==> config.mk <==
export PLATFORM = sky130hd
export DESIGN_NAME = bt_air_channel
export DESIGN_NICKNAME = d
export VERILOG_FILES = /design/src/rtl/bt_air_pkg.sv /design/src/rtl/bt_air_dly.sv /design/src/rtl/bt_air_channel.sv
export SDC_FILE = /design/constraint.sdc
export NUM_CORES = 1
export LEC_CHECK = 0
export ABC_CLOCK_PERIOD_IN_PS = 11550
export BUFFER_PORTS_ARGS = -buffer_cell sky130_fd_sc_hd__buf_2
export CORE_UTILIZATION = 28
export DETAILED_ROUTE_END_ITERATION = 6
export RECOVER_POWER = 50
export SLEW_MARGIN = 20
export SYNTH_ARGS = -nofsm -noshare
export SYNTH_HDL_FRONTEND = slang
export SYNTH_SLANG_ARGS = --single-unit
==> constraint.sdc <==
create_clock -name i_clk_6M -period 11.55 [get_ports i_clk_6M]
set_clock_uncertainty 0.15 [all_clocks]
set_input_delay 1.155 -clock i_clk_6M [delete_from_list [all_inputs] [get_ports i_clk_6M]]
set_output_delay 1.155 -clock i_clk_6M [all_outputs]
set_load 0.05 [all_outputs]
==> src/rtl/bt_air_pkg.sv <==
// Shared constants and types for the multi-device air-channel model.
// 16-bit Fibonacci LFSR (x^16+x^14+x^13+x^11+1) in right-shifting form; delay-line entry layout.
package bt_air_pkg;

    localparam int          CH_W_DEF      = 7;
    localparam logic [15:0] LFSR_SEED_DEF = 16'hACE1;
    // Taps 16,14,13,11 land on bits 0,2,3,5 when the register shifts right.
    localparam logic [15:0] LFSR_TAP_MASK = 16'h002D;

    typedef struct packed {
        logic vld;
        logic dat;
        logic coll;
    } dly_ent_t;

    function automatic logic [15:0] lfsr_next(input logic [15:0] s);
        return {^(s & LFSR_TAP_MASK), s[15:1]};
    endfunction

endpackage

==> src/rtl/bt_air_dly.sv <==
// Per-receiver delay line, tap mux, LFSR bit-error injection and saturating counters.
// Latency 1 + i_delay cycles from i_raw; no backpressure, i_en=0 freezes state and zeroes outputs.
module bt_air_dly
    import bt_air_pkg::*;
#(
    parameter int          DLY_W = 4,
    parameter int          CNT_W = 16,
    parameter logic [15:0] SEED  = LFSR_SEED_DEF
) (
    input  logic             i_clk,
    input  logic             i_rst,
    input  logic             i_en,
    input  logic             i_clr,
    input  logic [2:0]       i_raw,
    input  logic [DLY_W-1:0] i_delay,
    input  logic [7:0]       i_thr,
    output logic             o_rxbit,
    output logic             o_rx_valid,
    output logic             o_rx_coll,
    output logic [CNT_W-1:0] o_err_cnt,
    output logic [CNT_W-1:0] o_coll_cnt
);

    localparam int DEPTH = 1 << DLY_W;

    dly_ent_t         r_line [0:DEPTH-2];
    dly_ent_t         w_taps [0:DEPTH-1];
    dly_ent_t         w_tap;
    logic [15:0]      r_lfsr;
    logic             w_flip;
    logic             r_rxbit, r_rx_valid, r_rx_coll;
    logic [CNT_W-1:0] r_err_cnt, r_coll_cnt;

    // Tap 0 is the upstream stage-1 register, so the line itself holds DEPTH-1 entries.
    always_comb begin
        w_taps[0] = dly_ent_t'(i_raw);
        for (int i = 1; i < DEPTH; i++) begin
            w_taps[i] = r_line[i-1];
        end
        w_tap  = w_taps[i_delay];
        w_flip = w_tap.vld && (r_lfsr[7:0] < i_thr);
    end

    always_ff @(posedge i_clk) begin
        if (i_rst) begin
            for (int i = 0; i < DEPTH - 1; i++) begin
                r_line[i] <= '0;
            end
            r_lfsr     <= SEED;
            r_rxbit    <= 1'b0;
            r_rx_valid <= 1'b0;
            r_rx_coll  <= 1'b0;
        end else if (i_en) begin
            r_line[0] <= dly_ent_t'(i_raw);
            for (int i = 1; i < DEPTH - 1; i++) begin
                r_line[i] <= r_line[i-1];
            end
            r_lfsr     <= lfsr_next(r_lfsr);
            r_rxbit    <= w_tap.dat ^ w_flip;
            r_rx_valid <= w_tap.vld;
            r_rx_coll  <= w_tap.coll;
        end else begin
            r_rxbit    <= 1'b0;
            r_rx_valid <= 1'b0;
            r_rx_coll  <= 1'b0;
        end
    end

    // A clear pulse wins over any increment landing on the same edge.
    always_ff @(posedge i_clk) begin
        if (i_rst || i_clr) begin
            r_err_cnt  <= '0;
            r_coll_cnt <= '0;
        end else if (i_en) begin
            if (w_flip && !(&r_err_cnt)) begin
                r_err_cnt <= r_err_cnt + CNT_W'(1);
            end
            if (w_tap.coll && !(&r_coll_cnt)) begin
                r_coll_cnt <= r_coll_cnt + CNT_W'(1);
            end
        end
    end

    assign o_rxbit    = r_rxbit;
    assign o_rx_valid = r_rx_valid;
    assign o_rx_coll  = r_rx_coll;
    assign o_err_cnt  = r_err_cnt;
    assign o_coll_cnt = r_coll_cnt;

endmodule

==> src/rtl/bt_air_channel.sv <==
// Air-interface emulator: routes N_DEV transmitters to receivers on matching hop channel fk.
// Latency 2 + cfg_delay[r] cycles; no backpressure, cfg_en=0 freezes the model.
module bt_air_channel
    import bt_air_pkg::*;
#(
    parameter int          N_DEV     = 4,
    parameter int          CH_W      = CH_W_DEF,
    parameter int          DLY_W     = 4,
    parameter int          CNT_W     = 16,
    parameter logic [15:0] LFSR_SEED = LFSR_SEED_DEF
) (
    input  logic                   i_clk_6M,
    input  logic                   i_rst,
    input  logic                   i_cfg_en,
    input  logic                   i_clr_cnt_p,
    input  logic [N_DEV-1:0]       i_tx_en,
    input  logic [N_DEV-1:0]       i_txbit,
    input  logic [N_DEV*CH_W-1:0]  i_fk,
    input  logic [N_DEV*DLY_W-1:0] i_cfg_delay,
    input  logic [7:0]             i_cfg_ber_thr,
    output logic [N_DEV-1:0]       o_rxbit,
    output logic [N_DEV-1:0]       o_rx_valid,
    output logic [N_DEV-1:0]       o_rx_collision,
    output logic [N_DEV*CNT_W-1:0] o_err_cnt,
    output logic [N_DEV*CNT_W-1:0] o_coll_cnt
);

    logic [N_DEV-1:0]      w_any, w_multi, w_bit;
    logic [N_DEV-1:0][2:0] w_raw;
    logic [N_DEV-1:0][2:0] r_raw;

    // A transmitting device hears nothing (half duplex); w_bit is only meaningful with one source.
    always_comb begin
        w_any   = '0;
        w_multi = '0;
        w_bit   = '0;
        w_raw   = '0;
        for (int r = 0; r < N_DEV; r++) begin
            for (int t = 0; t < N_DEV; t++) begin
                if (t != r && i_tx_en[t] && !i_tx_en[r] &&
                    i_fk[t*CH_W +: CH_W] == i_fk[r*CH_W +: CH_W]) begin
                    w_multi[r] = w_multi[r] | w_any[r];
                    w_any[r]   = 1'b1;
                    w_bit[r]   = w_bit[r] | i_txbit[t];
                end
            end
            w_raw[r] = {w_any[r] & ~w_multi[r],
                        w_any[r] & ~w_multi[r] & w_bit[r],
                        w_multi[r]};
        end
    end

    always_ff @(posedge i_clk_6M) begin
        if (i_rst) begin
            r_raw <= '0;
        end else if (i_cfg_en) begin
            r_raw <= w_raw;
        end
    end

    for (genvar g = 0; g < N_DEV; g++) begin : g_rx
        bt_air_dly #(
            .DLY_W (DLY_W),
            .CNT_W (CNT_W),
            .SEED  (LFSR_SEED ^ 16'(g + 1))
        ) u_dly (
            .i_clk      (i_clk_6M),
            .i_rst      (i_rst),
            .i_en       (i_cfg_en),
            .i_clr      (i_clr_cnt_p),
            .i_raw      (r_raw[g]),
            .i_delay    (i_cfg_delay[g*DLY_W +: DLY_W]),
            .i_thr      (i_cfg_ber_thr),
            .o_rxbit    (o_rxbit[g]),
            .o_rx_valid (o_rx_valid[g]),
            .o_rx_coll  (o_rx_collision[g]),
            .o_err_cnt  (o_err_cnt[g*CNT_W +: CNT_W]),
            .o_coll_cnt (o_coll_cnt[g*CNT_W +: CNT_W])
        );
    end

endmodule

==> results.json <==
{
  "outcome": "finished, violations left",
  "cts_resized": 0,
  "final_nets": 1967,
  "antenna_found_initial": 7,
  "hold_path_class": "reg -> reg",
  "multi_input_area_mm2": 0.008733,
  "synth.cell_area_mm2": 0.01902,
  "ys.flop_type": "dfxtp_1",
  "power_density_mw_per_mm2": 149.2,
  "syn_area_per_cell_um2": 11.13,
  "grt_pass1_vias": 13250,
  "cts_hold_buf": 0,
  "finalSetupTns_ps": 0,
  "yosysTopAreaCell": "edfxtp_1",
  "vias": 13660,
  "ant_nets": 0,
  "p_clk_frac": 0.444,
  "pwr-share-seq": 0.475,
  "violations": "max-capacitance violations, max-slew violations",
  "cp.required_ps": 11840,
  "slowest_stage": "clkbuf_1",
  "drive_gt1_frac": 0.1061,
  "syn2layout_area_growth_pct": 15.98,
  "min_period_ps": 6817,
  "fin_crit_sh": 0.5902,
  "cts_max_path_buffers": 3,
  "irDropWorstVdd_mv": 0.08882,
  "overflow": 0,
  "via_per_inst": 4.920,
  "synth_top_area_frac": 0.2841,
  "core_mm2": 0.06716,
  "wl_per_cell_um": 16.87,
  "final_cell_mix": "dfxtp_1, edfxtp_1, clkbuf_1",
  "start_util": 0.2833,
  "worstSetupEndpointType": "flop",
  "numCtsBuffers": 47,
  "clkTransAtPathRegs_ps": 60,
  "critPathBufInv": 3,
  "io_buffers": 203,
  "critical_path_class": "in -> reg",
  "routed_wirelength_um": 46860,
  "arrival_ps": 7110,
  "hpwl_um": 31850,
  "crit_path_frequent_cell": "clkbuf_1",
  "grt_pass1_wl_um": 75130,
  "synthCells": 1710,
  "regArea_mm2": 0.009729,
  "rsz0062_at_grt": "no",
  "num_rows": 95,
  "p_sw_frac": 0.2379,
  "clkLatencyLatePin_ps": 580,
  "crit_chain": "clkbuf_1 -> clkbuf_1 -> clkbuf_1 -> or3_1 -> mux2i_1",
  "async_flop_share": 0,
  "htree_num_levels": 2,
  "layout_commonest_cell": "dfxtp_1",
  "hold_violations": 0,
  "combPwrFrac": 0.081,
  "cts-root-buf": "clkbuf_16",
  "fmax_mhz": 146.7,
  "grt_usage": 0.1342,
  "synth-edff-count": 180,
  "p_int_w": 0.002509,
  "drt_first_pass_iters": 5,
  "clock-sinks": 396,
  "path_delay_family": "buffers and inverters",
  "cp_slowest_stage_delay_ps": 2290,
  "drv_slew": 140,
  "reg2reg_slack_ps": 8330,
  "switching_power_w": 0.0007833,
  "cts_tree": "yes",
  "grt_max_degree": 128,
  "yosys_warnings": 0,
  "gp_congestion": 0.8535,
  "drt_iter0_markers": 1042,
  "seq_area_frac_synth": 0.5114,
  "io_pins": 204,
  "synthesis.nets": 1810,
  "die_h_um": 262.7,
  "fp.dieW_um": 262.7,
  "dieArea_mm2": 0.06899,
  "drv_cap": 2,
  "setup_viol": 0,
  "worstSetupStartpointType": "input pin",
  "slew_headroom": -1.042,
  "synth_cell_types": 60,
  "yosys_register_bits": 396,
  "yosys-top-cells-area": "edfxtp_1, dfxtp_1, mux4_2",
  "p_total_w": 0.003292,
  "cts_setup_buffers": 0,
  "path_max_fanout": 73,
  "worstMarginPinSlew_ps": 3064,
  "fill_cells": 6740,
  "p_leak_nw": 8.019,
  "drc": 0
}
-- registers in the layout (all words and copies together) (netlist names) --
signal / cells
g_rx.u_dly.o_rx_coll: 4
g_rx.u_dly.o_err_cnt: 64
g_rx.u_dly.r_line: 180
g_rx.u_dly.r_lfsr: 64
g_rx.u_dly.o_rxbit: 4
g_rx.u_dly.o_coll_cnt: 64
r_raw: 12
g_rx.u_dly.o_rx_valid: 4
-- synth_stat cells (34+ instances only) --
| master | n |
|---|---|
| a211o_1 | 35 |
| a21oi_1 | 34 |
| and2_1 | 136 |
| and3_1 | 34 |
| clkbuf_1 | 72 |
| dfxtp_1 | 216 |
| edfxtp_1 | 180 |
| ha_1 | 36 |
| mux2i_1 | 63 |
| mux4_2 | 48 |
| nand2_1 | 98 |
| nand3_1 | 52 |
| nand4_1 | 58 |
| nor2_1 | 137 |
| nor2b_1 | 98 |
| or3_1 | 34 |
| xnor2_1 | 64 |
| xor2_1 | 64 |
-- metal layers --
| layer | routed length, um | up-vias | global-route usage |
|---|---|---|---|
| met2 | 22030 | 337 | 0.2172 |
| li1 | - | 6537 | - |
| met1 | 21120 | 6694 | 0.1769 |
| met4 | 1093 | 10 | 0.04308 |
| met5 | 66 | - | 0 |
| met3 | 2546 | 85 | 0.03027 |
-- metrics by stage --
stage	area, um^2	hold WS [ps]	utilization	setup WS, ps	std cells
2_1_floorplan	19020	273.6	-	5446	1710
3_3_place_gp	20720	290.3	0.3086	7327	2691
3_5_place_dp	20720	291.7	0.3086	7220	2691
4_1_cts	22240	307.6	0.3312	7822	2776
5_1_grt	22060	321.2	0.3285	4024	2777
6_report	22060	305.9	0.3285	4733	2777
-- logic make-up (layout without fill, tap and decap cells) --
family | after synthesis | after routing | synth area share
AND/OR/NAND/NOR | 746 | 746 | 0.2143
flip-flops | 396 | 396 | 0.5114
AO/OA/AOI/OAI | 155 | 155 | 0.05728
XOR/XNOR | 128 | 128 | 0.05893
buffers and inverters | 127 | 320 | 0.03091
multiplexers | 121 | 121 | 0.1030
adder cells (fa/ha/maj) | 37 | 37 | 0.02420
other | 0 | 1 | 0
-- path summary, 6_finish.rpt --
path / start / to / cells after the start
worst max-delay path: i_rst / g_rx[2].u_dly.o_err_cnt[7] / 5
worst min-delay path: g_rx[3].u_dly.r_lfsr[11] / g_rx[3].u_dly.r_lfsr[10] / 1
worst max register to register: g_rx[3].u_dly.r_lfsr[2] / g_rx[3].u_dly.o_err_cnt[9] / 7
worst min register to register: g_rx[3].u_dly.r_lfsr[11] / g_rx[3].u_dly.r_lfsr[10] / 1
-- power by group through the flow --
| stage | logic (W) | registers, W | clock network (W) |
|---|---|---|---|
| floorplan | 0.000197 | 0.00159 | 0 |
| global placement | 0.000265 | 0.00159 | 0 |
| detailed placement | 0.000270 | 0.00159 | 0 |
| CTS | 0.000271 | 0.00156 | 0.00151 |
| global route | 0.000295 | 0.00157 | 0.00156 |
| finish | 0.000267 | 0.00156 | 0.00146 |
-- final cells by class --
type | instances | area share
flip-flops and latches | 396 | 0.4410
clock inverters | 18 | 0.008336
inverters | 23 | 0.004140
clock buffers | 67 | 0.06039
diodes | 1 | 0.0001134
well taps | 873 | 0.04951
repair buffers | 212 | 0.04072
multi-input cells | 1187 | 0.3958
No activity file was read; power rests on OpenSTA's default activity.
